## config.mk

```make
export PLATFORM = sky130hd
export DESIGN_NAME = decode_queue_flat
export DESIGN_NICKNAME = d
export VERILOG_FILES = /design/src/rtl/decode_queue_if.sv /design/src/rtl/decode_queue.sv /design/src/flat_wrapper.sv
export SDC_FILE = /design/constraint.sdc
export NUM_CORES = 1
export LEC_CHECK = 0
export BUFFER_PORTS_ARGS = -buffer_cell sky130_fd_sc_hd__buf_2
export CAP_MARGIN = 20
export CORE_MARGIN = 2
export CORE_UTILIZATION = 30
export DETAILED_ROUTE_END_ITERATION = 10
export GPL_TIMING_DRIVEN = 0
export PLACE_DENSITY = 0.45
export SYNTH_ARGS = -nofsm -noshare
export SYNTH_HDL_FRONTEND = slang
export SYNTH_SLANG_ARGS = --single-unit
```

## constraint.sdc

```tcl
create_clock -name clk -period 4.3 [get_ports clk]
set_clock_uncertainty 0.1 [all_clocks]
set_input_delay 1.29 -clock clk [delete_from_list [all_inputs] [get_ports clk]]
set_output_delay 1.29 -clock clk [all_outputs]
set_load 0.05 [all_outputs]
```

## src/rtl/decode_queue_if.sv

```systemverilog
// IF/EX-facing handshake bundle for the decode queue: input and output handshakes,
// flush, decoded fields and queue occupancy.
interface decode_queue_if #(
    parameter int XLEN  = 32,
    parameter int DEPTH = 4
);
    logic                         flush;
    logic                         in_valid;
    logic                         in_ready;
    logic [31:0]                  in_instr;
    logic [XLEN-1:0]              in_pc;
    logic                         out_valid;
    logic                         out_ready;
    logic [XLEN-1:0]              out_pc;
    logic [6:0]                   opcode;
    logic [4:0]                   rd_addr;
    logic [2:0]                   funct3;
    logic [4:0]                   rs1_addr;
    logic [4:0]                   rs2_addr;
    logic [6:0]                   funct7;
    logic [XLEN-1:0]              imm;
    logic                         illegal;
    logic [$clog2(DEPTH+1)-1:0]   count;

    modport master (
        output flush, in_valid, in_instr, in_pc, out_ready,
        input  in_ready, out_valid, out_pc, opcode, rd_addr, funct3,
               rs1_addr, rs2_addr, funct7, imm, illegal, count
    );

    modport slave (
        input  flush, in_valid, in_instr, in_pc, out_ready,
        output in_ready, out_valid, out_pc, opcode, rd_addr, funct3,
               rs1_addr, rs2_addr, funct7, imm, illegal, count
    );
endinterface

```

## src/rtl/decode_queue.sv

```systemverilog
// RV32I/RV64I decode stage: DEPTH-entry {instr, pc} queue feeding a registered
// decode output stage, with empty-queue bypass and synchronous flush.
module decode_queue #(
    parameter int XLEN  = 32,
    parameter int DEPTH = 4
) (
    input  logic           clk,
    input  logic           rst,
    decode_queue_if.slave  dq
);
    localparam int PW = (DEPTH > 1) ? $clog2(DEPTH) : 1;
    localparam int CW = $clog2(DEPTH + 1);

    typedef struct packed {
        logic [XLEN-1:0] imm;
        logic            illegal;
    } dec_t;

    // Every supported opcode ends in 2'b11, so the default arm also covers
    // compressed/invalid low bits.
    function automatic dec_t decode(input logic [31:0] i);
        dec_t d;
        d.imm     = '0;
        d.illegal = 1'b0;
        case (i[6:0])
            7'b0010011, 7'b0000011, 7'b1100111:
                d.imm = XLEN'($signed(i[31:20]));
            7'b0100011:
                d.imm = XLEN'($signed({i[31:25], i[11:7]}));
            7'b1100011:
                d.imm = XLEN'($signed({i[31], i[7], i[30:25], i[11:8], 1'b0}));
            7'b0110111, 7'b0010111:
                d.imm = XLEN'($signed({i[31:12], 12'b0}));
            7'b1101111:
                d.imm = XLEN'($signed({i[31], i[19:12], i[20], i[30:21], 1'b0}));
            7'b0110011, 7'b0001111, 7'b1110011:
                d.imm = '0;
            default:
                d.illegal = 1'b1;
        endcase
        return d;
    endfunction

    logic [31:0]     mem_instr [DEPTH];
    logic [XLEN-1:0] mem_pc    [DEPTH];
    logic [PW-1:0]   wr_ptr, rd_ptr;
    logic [CW-1:0]   cnt;

    logic            out_valid, out_illegal;
    logic [31:0]     out_instr;
    logic [XLEN-1:0] out_pc, out_imm;

    logic            q_empty, push_fire, out_load, pop, bypass, q_push, load_any;
    logic [31:0]     sel_instr;
    logic [XLEN-1:0] sel_pc;
    dec_t            sel_dec;

    assign q_empty   = (cnt == '0);
    assign dq.in_ready = (cnt != CW'(DEPTH)) && !dq.flush;
    assign push_fire = dq.in_valid && dq.in_ready;
    assign out_load  = !out_valid || dq.out_ready;
    assign pop       = out_load && !q_empty;
    assign bypass    = out_load && q_empty && push_fire;
    assign q_push    = push_fire && !bypass;
    assign load_any  = !q_empty || push_fire;

    assign sel_instr = q_empty ? dq.in_instr : mem_instr[rd_ptr];
    assign sel_pc    = q_empty ? dq.in_pc    : mem_pc[rd_ptr];
    assign sel_dec   = decode(sel_instr);

    always_ff @(posedge clk) begin
        if (q_push) begin
            mem_instr[wr_ptr] <= dq.in_instr;
            mem_pc[wr_ptr]    <= dq.in_pc;
        end
    end

    always_ff @(posedge clk or negedge rst) begin
        if (!rst) begin
            wr_ptr      <= '0;
            rd_ptr      <= '0;
            cnt         <= '0;
            out_valid   <= 1'b0;
            out_instr   <= '0;
            out_pc      <= '0;
            out_imm     <= '0;
            out_illegal <= 1'b0;
        end else if (dq.flush) begin
            // A consume in the flush cycle is honoured simply by dropping out_valid.
            wr_ptr    <= '0;
            rd_ptr    <= '0;
            cnt       <= '0;
            out_valid <= 1'b0;
        end else begin
            if (q_push) wr_ptr <= wr_ptr + PW'(1);
            if (pop)    rd_ptr <= rd_ptr + PW'(1);
            cnt <= cnt + CW'(q_push) - CW'(pop);
            if (out_load) begin
                out_valid <= load_any;
                if (load_any) begin
                    out_instr   <= sel_instr;
                    out_pc      <= sel_pc;
                    out_imm     <= sel_dec.imm;
                    out_illegal <= sel_dec.illegal;
                end
            end
        end
    end

    assign dq.out_valid = out_valid;
    assign dq.out_pc    = out_pc;
    assign dq.opcode    = out_instr[6:0];
    assign dq.rd_addr   = out_instr[11:7];
    assign dq.funct3    = out_instr[14:12];
    assign dq.rs1_addr  = out_instr[19:15];
    assign dq.rs2_addr  = out_instr[24:20];
    assign dq.funct7    = out_instr[31:25];
    assign dq.imm       = out_imm;
    assign dq.illegal   = out_illegal;
    assign dq.count     = cnt;
endmodule

```

## src/flat_wrapper.sv

```systemverilog
// flat-port wrapper written by rule: the top's interface ports become plain ports
module decode_queue_flat 
#(
    parameter int XLEN  = 32,
    parameter int DEPTH = 4
)
  (clk, rst, dq_flush, dq_in_valid, dq_in_instr, dq_in_pc, dq_out_ready, dq_in_ready, dq_out_valid, dq_out_pc, dq_opcode, dq_rd_addr, dq_funct3, dq_rs1_addr, dq_rs2_addr, dq_funct7, dq_imm, dq_illegal, dq_count);
  decode_queue_if #(.XLEN(XLEN), .DEPTH(DEPTH)) dq_i ();
  input  logic clk;
  input  logic rst;
  input wire logic [$bits(dq_i.flush)-1:0] dq_flush;
  input wire logic [$bits(dq_i.in_valid)-1:0] dq_in_valid;
  input wire logic [$bits(dq_i.in_instr)-1:0] dq_in_instr;
  input wire logic [$bits(dq_i.in_pc)-1:0] dq_in_pc;
  input wire logic [$bits(dq_i.out_ready)-1:0] dq_out_ready;
  output wire logic [$bits(dq_i.in_ready)-1:0] dq_in_ready;
  output wire logic [$bits(dq_i.out_valid)-1:0] dq_out_valid;
  output wire logic [$bits(dq_i.out_pc)-1:0] dq_out_pc;
  output wire logic [$bits(dq_i.opcode)-1:0] dq_opcode;
  output wire logic [$bits(dq_i.rd_addr)-1:0] dq_rd_addr;
  output wire logic [$bits(dq_i.funct3)-1:0] dq_funct3;
  output wire logic [$bits(dq_i.rs1_addr)-1:0] dq_rs1_addr;
  output wire logic [$bits(dq_i.rs2_addr)-1:0] dq_rs2_addr;
  output wire logic [$bits(dq_i.funct7)-1:0] dq_funct7;
  output wire logic [$bits(dq_i.imm)-1:0] dq_imm;
  output wire logic [$bits(dq_i.illegal)-1:0] dq_illegal;
  output wire logic [$bits(dq_i.count)-1:0] dq_count;
  assign dq_i.flush = dq_flush;
  assign dq_i.in_valid = dq_in_valid;
  assign dq_i.in_instr = dq_in_instr;
  assign dq_i.in_pc = dq_in_pc;
  assign dq_i.out_ready = dq_out_ready;
  assign dq_in_ready = dq_i.in_ready;
  assign dq_out_valid = dq_i.out_valid;
  assign dq_out_pc = dq_i.out_pc;
  assign dq_opcode = dq_i.opcode;
  assign dq_rd_addr = dq_i.rd_addr;
  assign dq_funct3 = dq_i.funct3;
  assign dq_rs1_addr = dq_i.rs1_addr;
  assign dq_rs2_addr = dq_i.rs2_addr;
  assign dq_funct7 = dq_i.funct7;
  assign dq_imm = dq_i.imm;
  assign dq_illegal = dq_i.illegal;
  assign dq_count = dq_i.count;
  decode_queue #(.XLEN(XLEN), .DEPTH(DEPTH)) u_core (.clk(clk), .rst(rst), .dq(dq_i));
endmodule
```

==> reports/metrics.cfg, run 1 <==
[status]
status = finished, final reports clean

[placed_design]
routabilityCongestion = 0.750
dp.cells = 1640
hpwl_um = 24800
portBuffers = 169

[yosys]
synth_cell_types = 57
synth_top_cell_by_area = edfxtp_1
synth_common_cells = 256 x edfxtp_1, 109 x nand2_1, 105 x dfrtp_1
synth-edff-count = 256
syn_area_per_cell_sq_um = 16.6
synth_seq_cells = 361
ys_async_sr_fraction_pct = 29.1
synthTopCellsByArea = edfxtp_1 54%, dfrtp_1 18%, mux4_2 10%, nand2_1 2.9%, mux2i_1 1.8%
synth.most_common_cell = edfxtp_1
synth_area_sq_mm = 0.0143
synth_warnings = 0
synth_cells = 859
syn_nets = 935
synth_flop_cell = edfxtp_1
yosysSeqAreaShare_pct = 72.3
synth_top_area_share_pct = 53.8

[route]
wl_met3_um = 1680
avgViaCountPerCell = 4.87
route.detailed.drc = 0
totalWireLength_um = 38100
drt_first_iter_violations = 507
highest_layer = met5
wl_per_cell_um = 22.2
drt-pass1-iter-count = 5
wl_met2_um = 17900
ant_nets = 0
vias = 8367
drt-met1-wl_um = 17600

[clock_tree]
clock_latency_ns = 0.56
cts_hold_buffers = 0
postCtsSetupBuffers = 0
cts_sinks = 361
cts_htree_levels = 2
clockBufferDepth = 3
root_buffer = clkbuf_16
cts_tree = done
cts_buffers = 43
clkSlewWorstSetupHoldPaths_ns = 0.06

[critical_path]
critical_path_class = reg -> reg
cp.required_ns = 4.61
path_max_fanout = 10
crit_path_start_kind = flop
cp-end-kind = flop
arrival_ns = 4.19

[power_and_ir_drop]
internal_power_mw = 7.76
p_leak_nw = 6.55
peakVddDrop_mv = 0.303
pwr-share-comb_pct = 37.1
p_sw_mw = 5.07
seq_power_share_pct = 35.8
power_mw = 12.8
swShare_pct = 39.5
powerDensity_mw_per_mm2 = 738
pwr-share-clk_pct = 27.2

[grt]
grtUsageTotal_pct = 15.6
grt_pass1_wl_um = 57400
grt_pass1_vias = 8732
grt_max_degree = 68
antenna_found_initial = 3
grt_overflow = 0

[cells_and_area]
layout-drive-gt1-share_pct = 30.3
syn_to_final_growth_pct = 21.7
fin_nets = 1155
antennaDiodeCount = 0
fin_cells = 1719

[floorplanning]
die_area_sq_mm = 0.0493
ios = 171
core_sq_mm = 0.0468
dieWidth_um = 222
initial_utilization_pct = 30.5
fp.dieH_um = 222
rows = 79

[timing]
slew_violations = 0
slew_headroom_pct = 42.0
tightest_slew_ns = 0.870
finalCritPeriodShare_pct = 90.2
rsz0062_at_grt = false
setup_viol = 0
max_freq_mhz = 258
hold_viol = 0
period_minus_slack_ns = 3.88

[worst_hold_path]
min_path_type = reg -> reg

[flow_run]
maxCapViolCount = 0

==> layer usage <==
layer | up-vias | global-route usage (%)
li1 | 3779 | -
met1 | 4329 | 21.6
met2 | 192 | 24.7
met3 | 63 | 2.93
met4 | 4 | 5.10
met5 | - | 0
==> cell families (layout without fill, tap and decap cells) <==
kind of cell	after synthesis	count (layout)	share of synthesized area [%]
flip-flops	361	361	72.3
AND/OR/NAND/NOR	200	200	5.92
AO/OA/AOI/OAI	134	134	6.93
multiplexers	91	91	12.0
buffers and inverters	61	314	1.92
adder cells (fa/ha/maj)	7	7	0.666
XOR/XNOR	5	5	0.307
==> area by class of cell <==
class,instances,area (sq um)
well taps,607,759
fillers,4486,29400
plain buffers,51,238
repair buffers,175,982
inverters,10,37.5
multi-input cells,437,3700
flip-flops and latches,361,10300
clock buffers,61,1240
clock inverters,17,114
==> worst max-delay path, cell delays in order, from the launching register on <==
cell,delay (ns)
dfrtp_1,0.47
nor3_1,0.63
clkbuf_1,0.51
clkbuf_2,0.53
nor2_1,0.21
ha_1,0.31
inv_1,0.06
ha_1,0.13
inv_1,0.05
fa_1,0.40
xor2_1,0.17
xnor2_1,0.14
nor2_1,0.05
==> power by group through the flow <==
stage	clock network [mW]	registers [mW]	logic (mW)
2_1_floorplan	0	6.03	2.02
3_3_place_gp	0	4.67	4.81
6_report	3.48	4.59	4.75
4_1_cts	3.59	4.60	4.86
5_1_grt	3.72	4.66	5.12
3_5_place_dp	0	4.66	4.85
==> state kept, by name, summed over array words and instances (netlist names) <==
signal and flops:
u_core.out_instr 32, u_core.dq.out_pc 32, u_core.dq.imm 32, u_core.mem_pc 128
u_core.wr_ptr 2, u_core.rd_ptr 2, u_core.mem_instr 128, u_core.dq.illegal 1
u_core.dq.count 3, u_core.dq.out_valid 1
==> cell usage in the layout (no fill, tap or decap), types with 8 or more instances in the layout <==
master,instances
clkbuf_1,33
mux4_2,64
a21oi_1,10
inv_1,10
dfrtp_1,105
nand2_1,109
edfxtp_1,256
o22a_1,8
buf_2,186
a31oi_1,37
a21o_1,12
clkbuf_16,45
nor2_1,61
mux2i_1,25
o21ai_0,21
a221o_1,11
==> worst paths after layout <==
| check | start | endpoint | slack [ns] | cells past startpoint |
|---|---|---|---|---|
| max in group asynchronous | rst | u_core.out_instr[13] | 2.81 | 2 |
| min | u_core.out_instr[30] | u_core.out_instr[30] | 0.37 | 1 |
| min reg2reg | u_core.out_instr[30] | u_core.out_instr[30] | 0.37 | 1 |
| max reg2reg | u_core.dq.count[1] | u_core.dq.count[2] | 0.42 | 12 |
| max | u_core.dq.count[1] | u_core.dq.count[2] | 0.42 | 12 |
| min in group asynchronous | rst | u_core.out_instr[26] | 0.55 | 1 |
==> stage by stage <==
| stage | TNS, ns | hold WS, ns | instance area, sq um | worst slack (ns) | utilization [%] |
|---|---|---|---|---|---|
| 3_3_place_gp | -49.21 | 0.358 | 15900 | -0.216 | 34.0 |
| 6_report | 0 | 0.367 | 17400 | 0.421 | 37.2 |
| 3_5_place_dp | -0.149 | 0.360 | 16000 | -0.149 | 34.3 |
| 2_1_floorplan | 0 | 0.438 | 14300 | 0.103 | - |
| 4_1_cts | 0 | 0.373 | 17400 | 0.282 | 37.2 |
| 5_1_grt | 0 | 0.380 | 17400 | 0.201 | 37.2 |
==> what timing repair did <==
action                                  CTS  global route
endpoints found under the setup margin    1             0
endpoints found under the hold margin     0             0
resized for setup                         1             0
Power figures use the tool's default switching activity.
==> inputs of run 2 (changes only) <==
--- a/config.mk
+++ b/config.mk
@@ -8,10 +8,11 @@
 export BUFFER_PORTS_ARGS = -buffer_cell sky130_fd_sc_hd__buf_2
 export CAP_MARGIN = 20
 export CORE_MARGIN = 2
-export CORE_UTILIZATION = 30
+export CORE_UTILIZATION = 45
+export CTS_CLUSTER_DIAMETER = 150
 export DETAILED_ROUTE_END_ITERATION = 10
 export GPL_TIMING_DRIVEN = 0
-export PLACE_DENSITY = 0.45
+export PLACE_DENSITY = 0.62
 export SYNTH_ARGS = -nofsm -noshare
 export SYNTH_HDL_FRONTEND = slang
 export SYNTH_SLANG_ARGS = --single-unit
==> constraint.sdc (replaced) <==
create_clock -name clk -period 4.25 [get_ports clk]
set_clock_uncertainty 0.1 [all_clocks]
set_input_delay 1.275 -clock clk [delete_from_list [all_inputs] [get_ports clk]]
set_output_delay 1.275 -clock clk [all_outputs]
set_load 0.05 [all_outputs]
==> run 2 against run 1 <==
  * Routed wire length shrank 13%
  * Die area shrank 33%
  * Non-clock buffer count shrank 1
  * Worst setup slack gained 0.17 ns
  * Critical path type unchanged
  * Core utilization grew 17 points
  * Cell area shrank 2.0%
  * Sequential share of layout area grew 1.2 points
  * Sequential power grew 0.9%
  * Clock power shrank 5%
  * Largest cell class unchanged
  * Register-to-register slack gained 0.17 ns
  * Combinational power is essentially flat
==> reports/metrics.cfg, run 2 (synthesis results as in run 1) <==
[critical_path]
path_buf_inv = 4  ; unchanged
slowest_stage = nor3_1
critical_path.max_stage_delay_ns = 0.57  ; -0.06 ns
critical_path_class = reg -> reg
critPathTopFamily = buffers and inverters
r2r_setup_slack_ns = 0.59  ; +0.17 ns
arrival_ns = 3.94  ; -0.25 ns
cp_cell_sequence = nor3_1, clkbuf_1, clkbuf_2, nor2_1, ha_1, inv_1, ha_1, inv_1, fa_1, xor2_1, xnor2_1, nor2_1
cp-end-kind = flop
cp.required_ns = 4.53  ; -0.08 ns
crit_path_start_kind = flop
path_max_fanout = 10  ; unchanged

[status]
status = finished, final reports clean

[floorplanning]
ios = 171  ; unchanged
fp.dieH_um = 182  ; -18%
core_sq_mm = 0.0314  ; -33%
dieWidth_um = 182  ; -18%
rows = 65  ; -18%
initial_utilization_pct = 45.5  ; +15 points
die_area_sq_mm = 0.0332  ; -33%

[timing]
max_freq_mhz = 273  ; +6.0%
hold_viol = 0  ; unchanged
setup-tns-final_ns = 0  ; unchanged
rsz0062_at_grt = false
worst_hold_slack_ns = 0.371  ; +0.00350 ns
slew_headroom_pct = 29.5  ; -12 points
slew_violations = 0  ; unchanged
period_minus_slack_ns = 3.66  ; -0.218 ns
setup_viol = 0  ; unchanged
finalCritPeriodShare_pct = 86.1  ; -4.1 points
tightest_slew_ns = 1.05  ; +0.180 ns

[cells_and_area]
final_area_sq_mm = 0.0170  ; -2.0%
reg.largest.list = u_core.mem_instr (128), u_core.mem_pc (128)
layout.cells.most_common = edfxtp_1
fin_nets = 1150  ; -0.43%
syn_to_final_growth_pct = 19.3
fin_cells = 1507  ; -12%
layout-drive-gt1-share_pct = 29.7  ; -0.57 points
final_cell_mix = 256 x edfxtp_1, 186 x buf_2, 109 x nand2_1, 105 x dfrtp_1, 64 x mux4_2

[grt]
grt_pass1_vias = 8739  ; +0.080%
grt_overflow = 0  ; unchanged
grt_pass1_wl_um = 51700  ; -10%
grtUsageTotal_pct = 20.5  ; +4.9 points
antenna_found_initial = 4  ; +1
grt_max_degree = 68  ; unchanged

[placed_design]
dp.cells = 1435  ; -13%
portBuffers = 169  ; unchanged
placed_area_sq_mm = 0.0158  ; -1.6%
routabilityCongestion = 0.810  ; +8.0%
hpwl_um = 21500  ; -13%

[flow_run]
maxCapViolCount = 0  ; unchanged

[route]
vias = 8303  ; -0.76%
avgViaCountPerCell = 5.51  ; +13%
wl_per_cell_um = 22.1  ; -0.48%
totalWireLength_um = 33300  ; -13%
drt-pass1-iter-count = 6  ; +1
drt_first_iter_violations = 570  ; +12%
ant_nets = 0  ; unchanged
route.detailed.drc = 0  ; unchanged

[clock_tree]
clockBufferDepth = 3  ; unchanged
cts_htree_levels = 2  ; unchanged
root_buffer = clkbuf_16
cts_sinks = 361  ; unchanged
clkSlewWorstSetupHoldPaths_ns = 0.06  ; about the same
cts_tree = done
clock_latency_ns = 0.51  ; -0.05 ns
postCtsSetupBuffers = 0  ; unchanged
cts_buffers = 39  ; -9.3%

[power_and_ir_drop]
powerDensity_mw_per_mm2 = 745  ; +0.91%
power_mw = 12.7  ; -1.1%
peakVddDrop_mv = 0.362  ; +19%
p_leak_nw = 6.50  ; -0.78%

[worst_hold_path]
min_path_type = reg -> reg

## run 2: cell count changes in the layout (fill, tap and decap cells not counted), sizes merged
| cell | before | now |
|---|---|---|
| buf | 203 | 202 |
| bufinv | 1 | 3 |
| clkbuf | 84 | 75 |
| clkinv | 12 | 13 |
| clkinvlp | 3 | 2 |
| diode | 0 | 2 |
| inv | 11 | 10 |
## run 2: routing by layer
layer / wire, um / share of wire [%] / GRT usage (%) / vias to the layer above
met4: 631 / 1.9 / 5.29 / 4
li1: - / - / - / 3756
met1: 14800 / 44 / 28.4 / 4251
met3: 1860 / 5.6 / 3.91 / 54
met2: 16000 / 48 / 33.6 / 238
met5: 18 / 0.054 / 0 / -
## run 2: path summary, 6_finish.rpt
path / startpoint / depth (start not counted) / to
max in group asynchronous: rst / 2 / u_core.dq.out_pc[4]
hold / removal: u_core.out_instr[23] / 1 / u_core.out_instr[23]
min in group asynchronous: rst / 1 / u_core.out_instr[6]
hold reg to reg: u_core.out_instr[23] / 1 / u_core.out_instr[23]
setup reg to reg: u_core.dq.count[1] / 12 / u_core.dq.count[2]
setup / recovery: u_core.dq.count[1] / 12 / u_core.dq.count[2]
## run 2: repair_timing
action | in CTS | in global routing
resized for setup | 0 | 3
hold buffers | 0 | 0
setup endpoints to repair | 0 | 1
## run 2: through the flow
| step | worst slack, ns | util (%) |
|---|---|---|
| after CTS | 0.172 | 54.2 |
| final | 0.589 | 54.2 |
| after floorplan | 0.0680 | - |
| after global placement | -0.0554 | 49.8 |
| after detailed placement | 0.188 | 50.2 |
| after global routing | 0.351 | 54.2 |
## run 2: final cells by class
| type | instances | area (sq um) |
|---|---|---|
| clock inverter | 18 | 160 |
| tap | 402 | 503 |
| timing repair buffer | 174 | 982 |
| buffer | 51 | 238 |
| fill | 2608 | 14400 |
| sequential | 361 | 10300 |
| multi-input combinational | 437 | 3700 |
| antenna | 2 | 5.00 |
| inverter | 10 | 37.5 |
| clock buffer | 52 | 1090 |
## run 2: worst register-to-register path: cells and delay by family (launching register included)
family        cells  cell delay, ns
xor+xnor          2            0.31
flops             1            0.46
fa+ha+maj         3            0.83
simple gates      3            0.80
buf+inv           4            1.05
## run 2: report_power, final
group / internal (mW) / switching, mW / total [mW]
registers: 4.34 / 0.287 / 4.63
clock network: 1.97 / 1.33 / 3.30
logic: 1.42 / 3.32 / 4.75
==> inputs of run 3 (changes only) <==
==> constraint.sdc (replaced) <==
create_clock -name clk -period 3.81 [get_ports clk]
set_clock_uncertainty 0.1 [all_clocks]
set_input_delay 1.143 -clock clk [delete_from_list [all_inputs] [get_ports clk]]
set_output_delay 1.143 -clock clk [all_outputs]
set_load 0.05 [all_outputs]
==> run 3 against run 2 <==
  * Sequential share of layout area is 0.24 points lower
  * Critical path depth stayed put
  * First-iteration DRC count increased by 26%
  * Power grew 12%
  * Register-to-register slack got worse by 0.25 ns
  * Sequential power grew 12%
  * Maximum frequency up 5.5%
  * Worst setup slack worse by 0.25 ns
  * Global-route usage down 0.15 points
  * Non-clock buffer count is the same
  * Sequential cell count did not move
  * Combinational power up 11%
  * Critical path type unchanged
  * Largest cell class unchanged
  * Largest power group unchanged
==> reports/metrics.cfg, run 3 (synthesis results as in run 1) <==
[status]
status = finished, final reports clean

[timing]
slew_violations = 0  ; unchanged
period_minus_slack_ns = 3.47  ; -0.192 ns
max_freq_mhz = 288  ; +5.5%
tightest_slew_ns = 0.902  ; -0.149 ns
setup_viol = 0  ; unchanged
finalCritPeriodShare_pct = 91.0  ; +4.9 points
slew_headroom_pct = 39.5  ; +10 points
worst_hold_slack_ns = 0.369  ; -0.00142 ns
hold_viol = 0  ; unchanged
rsz0062_at_grt = false
setup_ws_ns = 0.342  ; -0.248 ns
setup-tns-final_ns = 0  ; unchanged

[cells_and_area]
layout.cells.most_common = edfxtp_1
syn_to_final_growth_pct = 19.7
final_cell_mix = 256 x edfxtp_1, 186 x buf_2, 109 x nand2_1, 105 x dfrtp_1, 64 x mux4_2
nFillCells = 2557  ; -2.0%
fin_nets = 1149  ; -0.087%
final_core_util_pct = 54.4  ; +0.21 points
fin_cells = 1506  ; -0.066%
layout-drive-gt1-share_pct = 30.4  ; +0.63 points
multi_input_area_sq_mm = 0.00371  ; +0.24%
reg.largest.list = u_core.mem_instr (128), u_core.mem_pc (128)
final_area_sq_mm = 0.0171  ; +0.39%
seqCellArea_sq_mm = 0.0103  ; unchanged

[floorplanning]
fp.dieH_um = 182  ; unchanged
rows = 65  ; unchanged
dieWidth_um = 182  ; unchanged
ios = 171  ; unchanged
initial_utilization_pct = 45.5  ; unchanged
die_area_sq_mm = 0.0332  ; unchanged
core_sq_mm = 0.0314  ; unchanged

[placed_design]
hpwl_um = 21300  ; -0.73%
pre_cts_slack_ns = -0.251  ; -0.439 ns
dp.cells = 1435  ; unchanged
portBuffers = 169  ; unchanged
routabilityCongestion = 0.824  ; +1.7%
placed_area_sq_mm = 0.0158  ; about the same

[route]
avgViaCountPerCell = 5.57  ; +1.1%
ant_nets = 0  ; unchanged
drt-pass1-iter-count = 5  ; -1
drt_first_iter_violations = 716  ; +26%
route.detailed.drc = 0  ; unchanged
wl_per_cell_um = 21.8  ; -1.1%
totalWireLength_um = 32900  ; -1.2%
vias = 8387  ; +1.0%

[clock_tree]
clkSlewWorstSetupHoldPaths_ns = 0.06  ; about the same
cts_sinks = 361  ; unchanged
cts_hold_buffers = 0  ; unchanged
root_buffer = clkbuf_16
clockBufferDepth = 3  ; unchanged
cts_buffers = 38  ; -2.6%
postCtsSetupBuffers = 0  ; unchanged
post_cts_resized = 1  ; +1
cts_tree = done
clock_latency_ns = 0.52  ; about the same
cts_htree_levels = 2  ; unchanged

[critical_path]
critical_path.max_stage_delay_ns = 0.46  ; -0.11 ns
arrival_ns = 3.75  ; -0.19 ns
crit_path_start_kind = flop
path_buf_inv = 4  ; unchanged
cp-end-kind = flop
cp_cell_sequence = nor3_2, clkbuf_1, clkbuf_2, nor2_1, ha_1, inv_1, ha_1, inv_1, fa_1, xor2_1, xnor2_1, nor2_1
slowest_stage = dfrtp_1
critical_path_class = reg -> reg
path_max_fanout = 10  ; unchanged
cp.required_ns = 4.10  ; -0.43 ns
critPathTopFamily = buffers and inverters

[grt]
grt_pass1_wl_um = 51400  ; -0.55%
grt_pass1_vias = 8639  ; -1.1%
antenna_found_initial = 3  ; -1
grt_max_degree = 62  ; -8.8%
grt_overflow = 0  ; unchanged
grtUsageTotal_pct = 20.3  ; -0.15 points

[worst_hold_path]
min_path_type = reg -> reg

[power_and_ir_drop]
p_leak_nw = 6.54  ; +0.53%
peakVddDrop_mv = 0.555  ; +53%
power_mw = 14.3  ; +12%
powerDensity_mw_per_mm2 = 834  ; +12%

[flow_run]
maxCapViolCount = 0  ; unchanged

-- run 3: where the power goes --
group,switching [mW],internal [mW],total [mW],leakage [nW]
clock,1.47,2.34,3.81,0.638
sequential,0.326,4.85,5.17,3.60
combinational,3.69,1.58,5.28,2.29
-- run 3: layout make-up --
class / instances / area share (%)
clock buffer: 56 / 6.63
sequential: 361 / 60.4
timing repair buffer: 174 / 5.75
multi-input combinational: 437 / 21.7
buffer: 51 / 1.39
antenna: 1 / 0.0146
clock inverter: 14 / 1.02
tap: 402 / 2.94
inverter: 10 / 0.220
-- run 3: final timing paths --
check / start / to / slack [ns] / cells past startpoint
setup reg to reg: u_core.dq.count[1] / u_core.dq.count[2] / 0.34 / 12
hold reg to reg: u_core.out_instr[23] / u_core.out_instr[23] / 0.37 / 1
hold / removal: u_core.out_instr[23] / u_core.out_instr[23] / 0.37 / 1
setup / recovery: u_core.dq.count[1] / u_core.dq.count[2] / 0.34 / 12
max in group asynchronous: rst / u_core.out_instr[14] / 2.44 / 2
min in group asynchronous: rst / u_core.dq.out_pc[27] / 0.46 / 1
-- run 3: layer usage --
layer  track usage [%]  part of all wire [%]  routed length [um]  vias up
li1                  -                     -                   -     3758
met1              28.8                    44               14400     4309
met2              33.5                    49               16000      266
met3              3.43                   6.1                2010       50
met4              4.55                   1.5                 500        4
met5                 0                 0.073                  24        -
-- run 3: worst reg2reg max path: cells and delay by family (launching register included) --
family	cells	cell delay [ns]
adders and majority gates	3	0.83
buffers and inverters	4	1.00
DFF	1	0.46
xor gates and xnor gates	2	0.33
and+or+nand+nor	3	0.63
